[src/rtl/sdiv_share_arbiter.sv]
// Time-shares one external combinational signed divider between two requesters.
// Round-robin grant, latched operands, divide-by-zero screening, held valid/ready response.
module sdiv_share_arbiter #(
  parameter int WIDTH = 7
) (
  input  logic             CLK,
  input  logic             ASYNCRESETN,
  input  logic             req0_valid,
  output logic             req0_ready,
  input  logic [WIDTH-1:0] req0_a,
  input  logic [WIDTH-1:0] req0_b,
  input  logic             req1_valid,
  output logic             req1_ready,
  input  logic [WIDTH-1:0] req1_a,
  input  logic [WIDTH-1:0] req1_b,
  output logic [WIDTH-1:0] div_in0,
  output logic [WIDTH-1:0] div_in1,
  input  logic [WIDTH-1:0] div_out,
  output logic             resp_valid,
  input  logic             resp_ready,
  output logic             resp_id,
  output logic [WIDTH-1:0] resp_q,
  output logic             resp_dbz,
  output logic             busy
);

  typedef enum logic [1:0] {
    S_IDLE = 2'd0,
    S_CALC = 2'd1,
    S_RESP = 2'd2
  } state_t;

  state_t           r_state;
  logic             r_last_grant;
  logic             r_resp_id;
  logic [WIDTH-1:0] r_a;
  logic [WIDTH-1:0] r_b;
  logic [WIDTH-1:0] r_q;
  logic             r_dbz;
  logic             r_valid;
  logic             r_busy;

  logic w_grant_any;
  logic w_grant_id;
  logic w_accept;
  logic w_b_zero;

  // On a tie the requester that did not win last time is granted.
  always_comb begin
    w_grant_any = req0_valid | req1_valid;
    w_grant_id  = 1'b0;
    if (req0_valid && req1_valid) begin
      w_grant_id = ~r_last_grant;
    end else if (req1_valid) begin
      w_grant_id = 1'b1;
    end
  end

  // Readies are gated by the reset pin so they drop the moment reset asserts.
  assign w_accept   = ASYNCRESETN && (r_state == S_IDLE) && w_grant_any;
  assign req0_ready = w_accept && !w_grant_id;
  assign req1_ready = w_accept &&  w_grant_id;
  assign w_b_zero   = (r_b == '0);

  // NOTE: sequential state uses non-blocking assignments so every register
  // samples pre-edge values; blocking here would create order-dependent races.
  always_ff @(posedge CLK or negedge ASYNCRESETN) begin
    if (!ASYNCRESETN) begin
      r_state      <= S_IDLE;
      r_last_grant <= 1'b1;
      r_resp_id    <= 1'b0;
      r_a          <= '0;
      r_b          <= '0;
      r_q          <= '0;
      r_dbz        <= 1'b0;
      r_valid      <= 1'b0;
      r_busy       <= 1'b0;
    end else begin
      case (r_state)
        S_IDLE: begin
          if (w_accept) begin
            r_a          <= w_grant_id ? req1_a : req0_a;
            r_b          <= w_grant_id ? req1_b : req0_b;
            r_resp_id    <= w_grant_id;
            r_last_grant <= w_grant_id;
            r_busy       <= 1'b1;
            r_state      <= S_CALC;
          end
        end
        S_CALC: begin
          // The divider output is meaningless for a zero divisor; report 0 instead.
          r_q     <= w_b_zero ? '0 : div_out;
          r_dbz   <= w_b_zero;
          r_valid <= 1'b1;
          r_state <= S_RESP;
        end
        S_RESP: begin
          if (resp_ready) begin
            r_valid <= 1'b0;
            r_busy  <= 1'b0;
            r_state <= S_IDLE;
          end
        end
        default: begin
          r_valid <= 1'b0;
          r_busy  <= 1'b0;
          r_state <= S_IDLE;
        end
      endcase
    end
  end

  assign div_in0    = r_a;
  assign div_in1    = r_b;
  assign resp_valid = r_valid;
  assign resp_id    = r_resp_id;
  assign resp_q     = r_q;
  assign resp_dbz   = r_dbz;
  assign busy       = r_busy;

endmodule

[config.mk]
export PLATFORM = sky130hd
export DESIGN_NAME = sdiv_share_arbiter
export DESIGN_NICKNAME = d
export VERILOG_FILES = /design/src/rtl/sdiv_share_arbiter.sv
export SDC_FILE = /design/constraint.sdc
export NUM_CORES = 1
export LEC_CHECK = 0
export BUFFER_PORTS_ARGS = -buffer_cell sky130_fd_sc_hd__buf_4
export CORE_ASPECT_RATIO = 0.5
export CORE_MARGIN = 5
export CORE_UTILIZATION = 45
export CTS_BUF_LIST = sky130_fd_sc_hd__clkbuf_4
export DETAILED_ROUTE_END_ITERATION = 8
export HOLD_SLACK_MARGIN = 0.02
export PLACE_DENSITY = 0.9
export SLEW_MARGIN = 20
export SYNTH_ARGS = -nofsm -noshare
export SYNTH_HDL_FRONTEND = slang
export SYNTH_SLANG_ARGS = --single-unit
[constraint.sdc]
create_clock -name CLK -period 2.9 [get_ports CLK]
set_clock_uncertainty 0.2 [all_clocks]
set_input_delay 0 -clock CLK [delete_from_list [all_inputs] [get_ports CLK]]
set_output_delay 0 -clock CLK [all_outputs]
set_load 0.05 [all_outputs]
## Word level (Yosys, flattened, before mapping)

Index checks and enable logic that the tools add are counted.

- Reductions and logical operators: 12
- Multiplexer cells: 12
- Bitwise operators: 4
- Equal/unequal tests: 4

Operator list:

| operator | number |
|---|---|
| $mux W7 | 3 |
| $logic_not A7 Y1 | 1 |
| $pmux W1 S3 | 2 |
| $pmux W2 S3 | 1 |
| $reduce_and A2 Y1 | 3 |
| $logic_and A1 B1 Y1 | 5 |
| $mux W1 | 4 |
| $mux W2 | 2 |
| $ne A2 B2 Y1 const B | 2 |
| $not A1 Y1 | 3 |
| $reduce_and A3 Y1 | 1 |
| $eq A2 B1 Y1 const B | 1 |
| $eq A2 B2 Y1 const B | 1 |
| $logic_not A2 Y1 | 1 |
| $logic_not A1 Y1 | 1 |
| $or A1 B1 Y1 | 1 |

- Output and inout bits: 27
- Word-level logic and storage cells: 41
- Register bits: 28

## Logic depth before layout (Yosys ltp)

- Depth after elaboration: 5
- Gate-level depth with buffers: 6
- Depth with buffers taken out: 4

## Least setup slack after synthesis

Ideal clock, no wire load.

- Path type: reg2reg
- From: reg r_b[1] (netlist: div_in1[1])
- To: reg r_q[0] (netlist: resp_q[0])
- Arrival time: 1522 ps
- Path buffers: 0
- Data required time: 2562 ps
- Setup slack: 1040 ps
- Stages on the path, launching flop included: 4
- Cell sequence: dfrtp_1 > or4_4 > nor4_4 > o21ai_0

- Longest elaborated chain between the ends: 2

RTL lines:

| item | line | text |
|---|---|---|
| start, declared | 37 | `logic [WIDTH-1:0] r_b;` |
| start signal, assigned | 83 | `r_b <= w_grant_id ? req1_b : req0_b;` |
| $logic_not A7 Y1 | 63 | `assign w_b_zero = (r_b == '0);` |
| $mux W7 | 92 | `r_q <= w_b_zero ? '0 : div_out;` |
| end signal, assigned | 92 |  |
| end, declared | 38 | `logic [WIDTH-1:0] r_q;` |

No other way between the ends.
A chain may end at the register's enable or synchronous reset.

## Worst setup path in the final report

- From: in ASYNCRESETN
- To: reg r_b[2] (netlist: div_in1[2])

- Longest elaborated chain between the ends: 3

RTL lines:

| item | line | text |
|---|---|---|
| start, declared | 7 | `input logic ASYNCRESETN,` |
| $logic_and A1 B1 Y1 (2 in series) | 60 | `assign w_accept = ASYNCRESETN && (r_state == S_IDLE) && w_grant_any;` |
| $reduce_and A2 Y1 (no source line) | - |  |

No other way between the ends.

==> qor.yml <==
status: "completed"
dieHeight_microns: 48.8
setup_ws_ns: 0.0774
reg2reg_to: "div_in1[2]$_DFFE_PN0P_"
finalCriticalPeriod_ns: 2.82
numCtsBuffers: 3
cp_cell_sequence: "dlygate4sd3_1, dlygate4sd3_1, buf_4, nor3b_2, and3_1, a221o_1, dlygate4sd3_1"
drt_iter0_markers: 111
start_kind: "input port"
maxSlewHeadroom_pct: 56.0
dp_hpwl_mm: 2.75
path_clk_slew_ns: 0.16
required_ns: 3.01
gp_congestion: 0.745
io_buffers: 66
worst-setup-path-type: "input port to flip-flop"
ys_types: 26
placed_cells: 225
totalWireLength_mm: 5.36
synth_fp_nets: 168
dr.pass1.iters: 4
final_common_cell: "buf_4"
worst-path-max-fanout: 15
area_growth_pct: 71.7
cp.arrival_ns: 2.93
num_rows: 14
leakagePower_nw: 1.12
io_pins: 67
whs_path_depth: 4
synthArstFlopShare_pct: 100
power.density_nw_per_um2: 1050
min_from: "div_out[4]"
nNetsFinal: 272
critPathLaunch: "ASYNCRESETN"
setup_viol: 0
slowest_delay_ns: 0.60
synth-seq-area-share_pct: 51.8
drc: 0
hp-class: "input port to flip-flop"
overflow: 0
ys_ff_latch: 28
synth-edff-count: 0
start_util_pct: 46.1
dp_slack_ns: 1.11
gr-usage-all-layers_pct: 26.3
fmax_ghz: 0.354
grt_pass1_vias: 1539
grt_pass1_wl_mm: 8.37
cts-root-buf: "clkbuf_4"
core-area_sq_um: 2940
cts_tree: "yes"
synth_area_per_cell_sq_um: 10.6
whs_ns: 0.238
max-cap-violations: 0
cts_max_level: 1
slowest_stage: "and3_1"
die_w_microns: 87.6
power_mw: 2.44
grt_max_degree: 28
cts.sinks: 28
critPathMostFrequentCell: "dlygate4sd3_1"
worstMarginPinSlew_ns: 0.660
antenna_left: 0
vias: 1540
rr_startpoint: "r_state[1]$_DFFE_PN0P_"
syn_area_sq_um: 1360
dieArea_sq_um: 4280
yosys_warnings: 0
rsz0062_at_grt: "no"
avgRoutedWirePerCell_microns: 19.8
antenna_found_initial: 0
hold_path_end: "resp_q[4]$_DFFE_PN0P_"
postCtsSetupRepairBufs: 0
finalSetupTns_ns: 0
stdcell_count: 271
ff2ff_path_depth: 4
vias_per_cell: 5.68
clock_path_buffers: 2
reg2reg_slack_ns: 0.42
n_antenna_cell: 0
period_share_pct: 97.3
ir_drop_v: 0.000585
hold_viol_final: 0
syn_inst: 128
drive_above_1_share_pct: 39.0
insertion_delay_ns: 0.36
drv_slew: 0
layout_common_cells: "buf_4 (67), dlygate4sd3_1 (41), nand2_1 (32)"
cp-end-kind: "flip-flop"
synth_ff_type: "dfrtp_1"
## metal layers
layer	GRT usage, %	routed length (microns)
met1	30.3	2040
met2	44.1	2680
met3	6.75	377
met4	15.3	268
met5	0	0
## layout make-up
| class | count | area [sq um] |
|---|---|---|
| clock inverters | 1 | 30.0 |
| flip-flops and latches | 28 | 702 |
| inverters | 4 | 15.0 |
| clock buffers | 3 | 22.5 |
| fillers | 161 | 614 |
| repair buffers | 109 | 933 |
| well taps | 40 | 50.0 |
| multi-input cells | 86 | 576 |
## kinds of logic (layout without fill, tap and decap cells)
kind of cell / Yosys count / in the layout / share of synthesized area (%)
multiplexers: 1 / 1 / 0.830
AND/OR/NAND/NOR: 57 / 57 / 25.0
buffers and inverters: 14 / 117 / 6.09
flip-flops: 28 / 28 / 51.8
AO/OA/AOI/OAI: 28 / 28 / 16.3
## where the power goes
part	leakage (nW)	total (mW)	internal (mW)	switching (mW)
clock network	0.0279	0.269	0.140	0.129
logic	0.751	1.44	0.535	0.910
registers	0.344	0.728	0.565	0.163
total	1.12	2.44	1.24	1.20
## cell usage after synthesis, types with 2 or more instances
master | number | area, sq um
nand2_1 | 32 | 120
dfrtp_1 | 27 | 676
a221o_1 | 14 | 140
nor3_2 | 10 | 100
o21ai_0 | 9 | 45.0
inv_1 | 4 | 15.0
nor3_1 | 4 | 20.0
buf_2 | 3 | 15.0
buf_6 | 3 | 33.8
clkbuf_1 | 3 | 11.3
o21a_1 | 3 | 22.5
nor2_1 | 2 | 7.51
## worst max path at each step
stage	to	slack (ns)
after global routing	div_in0[3]$_DFFE_PN0P_	0.03
final	div_in1[2]$_DFFE_PN0P_	0.08
after global placement	resp_q[4]$_DFFE_PN0P_	1.15
after CTS	div_in0[4]$_DFFE_PN0P_	0.16
after detailed placement	div_in0[4]$_DFFE_PN0P_	1.11
after floorplan	resp_q[0]$_DFFE_PN0P_	1.04
## state kept, by name, indices dropped and copies added, names as in the netlist
signal        flops
resp_q            7
resp_dbz          1
div_in1           7
r_last_grant      1
r_state           2
busy              1
resp_id           1
div_in0           7
resp_valid        1
## metrics by stage
step           util [%]  area (sq um)
3_3_place_gp       62.6          1840
4_1_cts            79.0          2320
3_5_place_dp       62.6          1840
6_report           79.1          2330
5_1_grt            79.1          2330
2_1_floorplan         -          1360
## critical path: cells and delay by family
kind,cells,cell delay [ns]
AOI/OAI and AO/OA,1,0.28
and+or+nand+nor,2,0.85
buffers and inverters,4,1.80
## what timing repair did
item	4_1_cts	5_1_grt
hold buffers	42	0
hold endpoints to repair	54	0
gates resized for setup	0	2
setup endpoints to repair	0	4
Note: power is estimated with default switching activity, not from simulation.
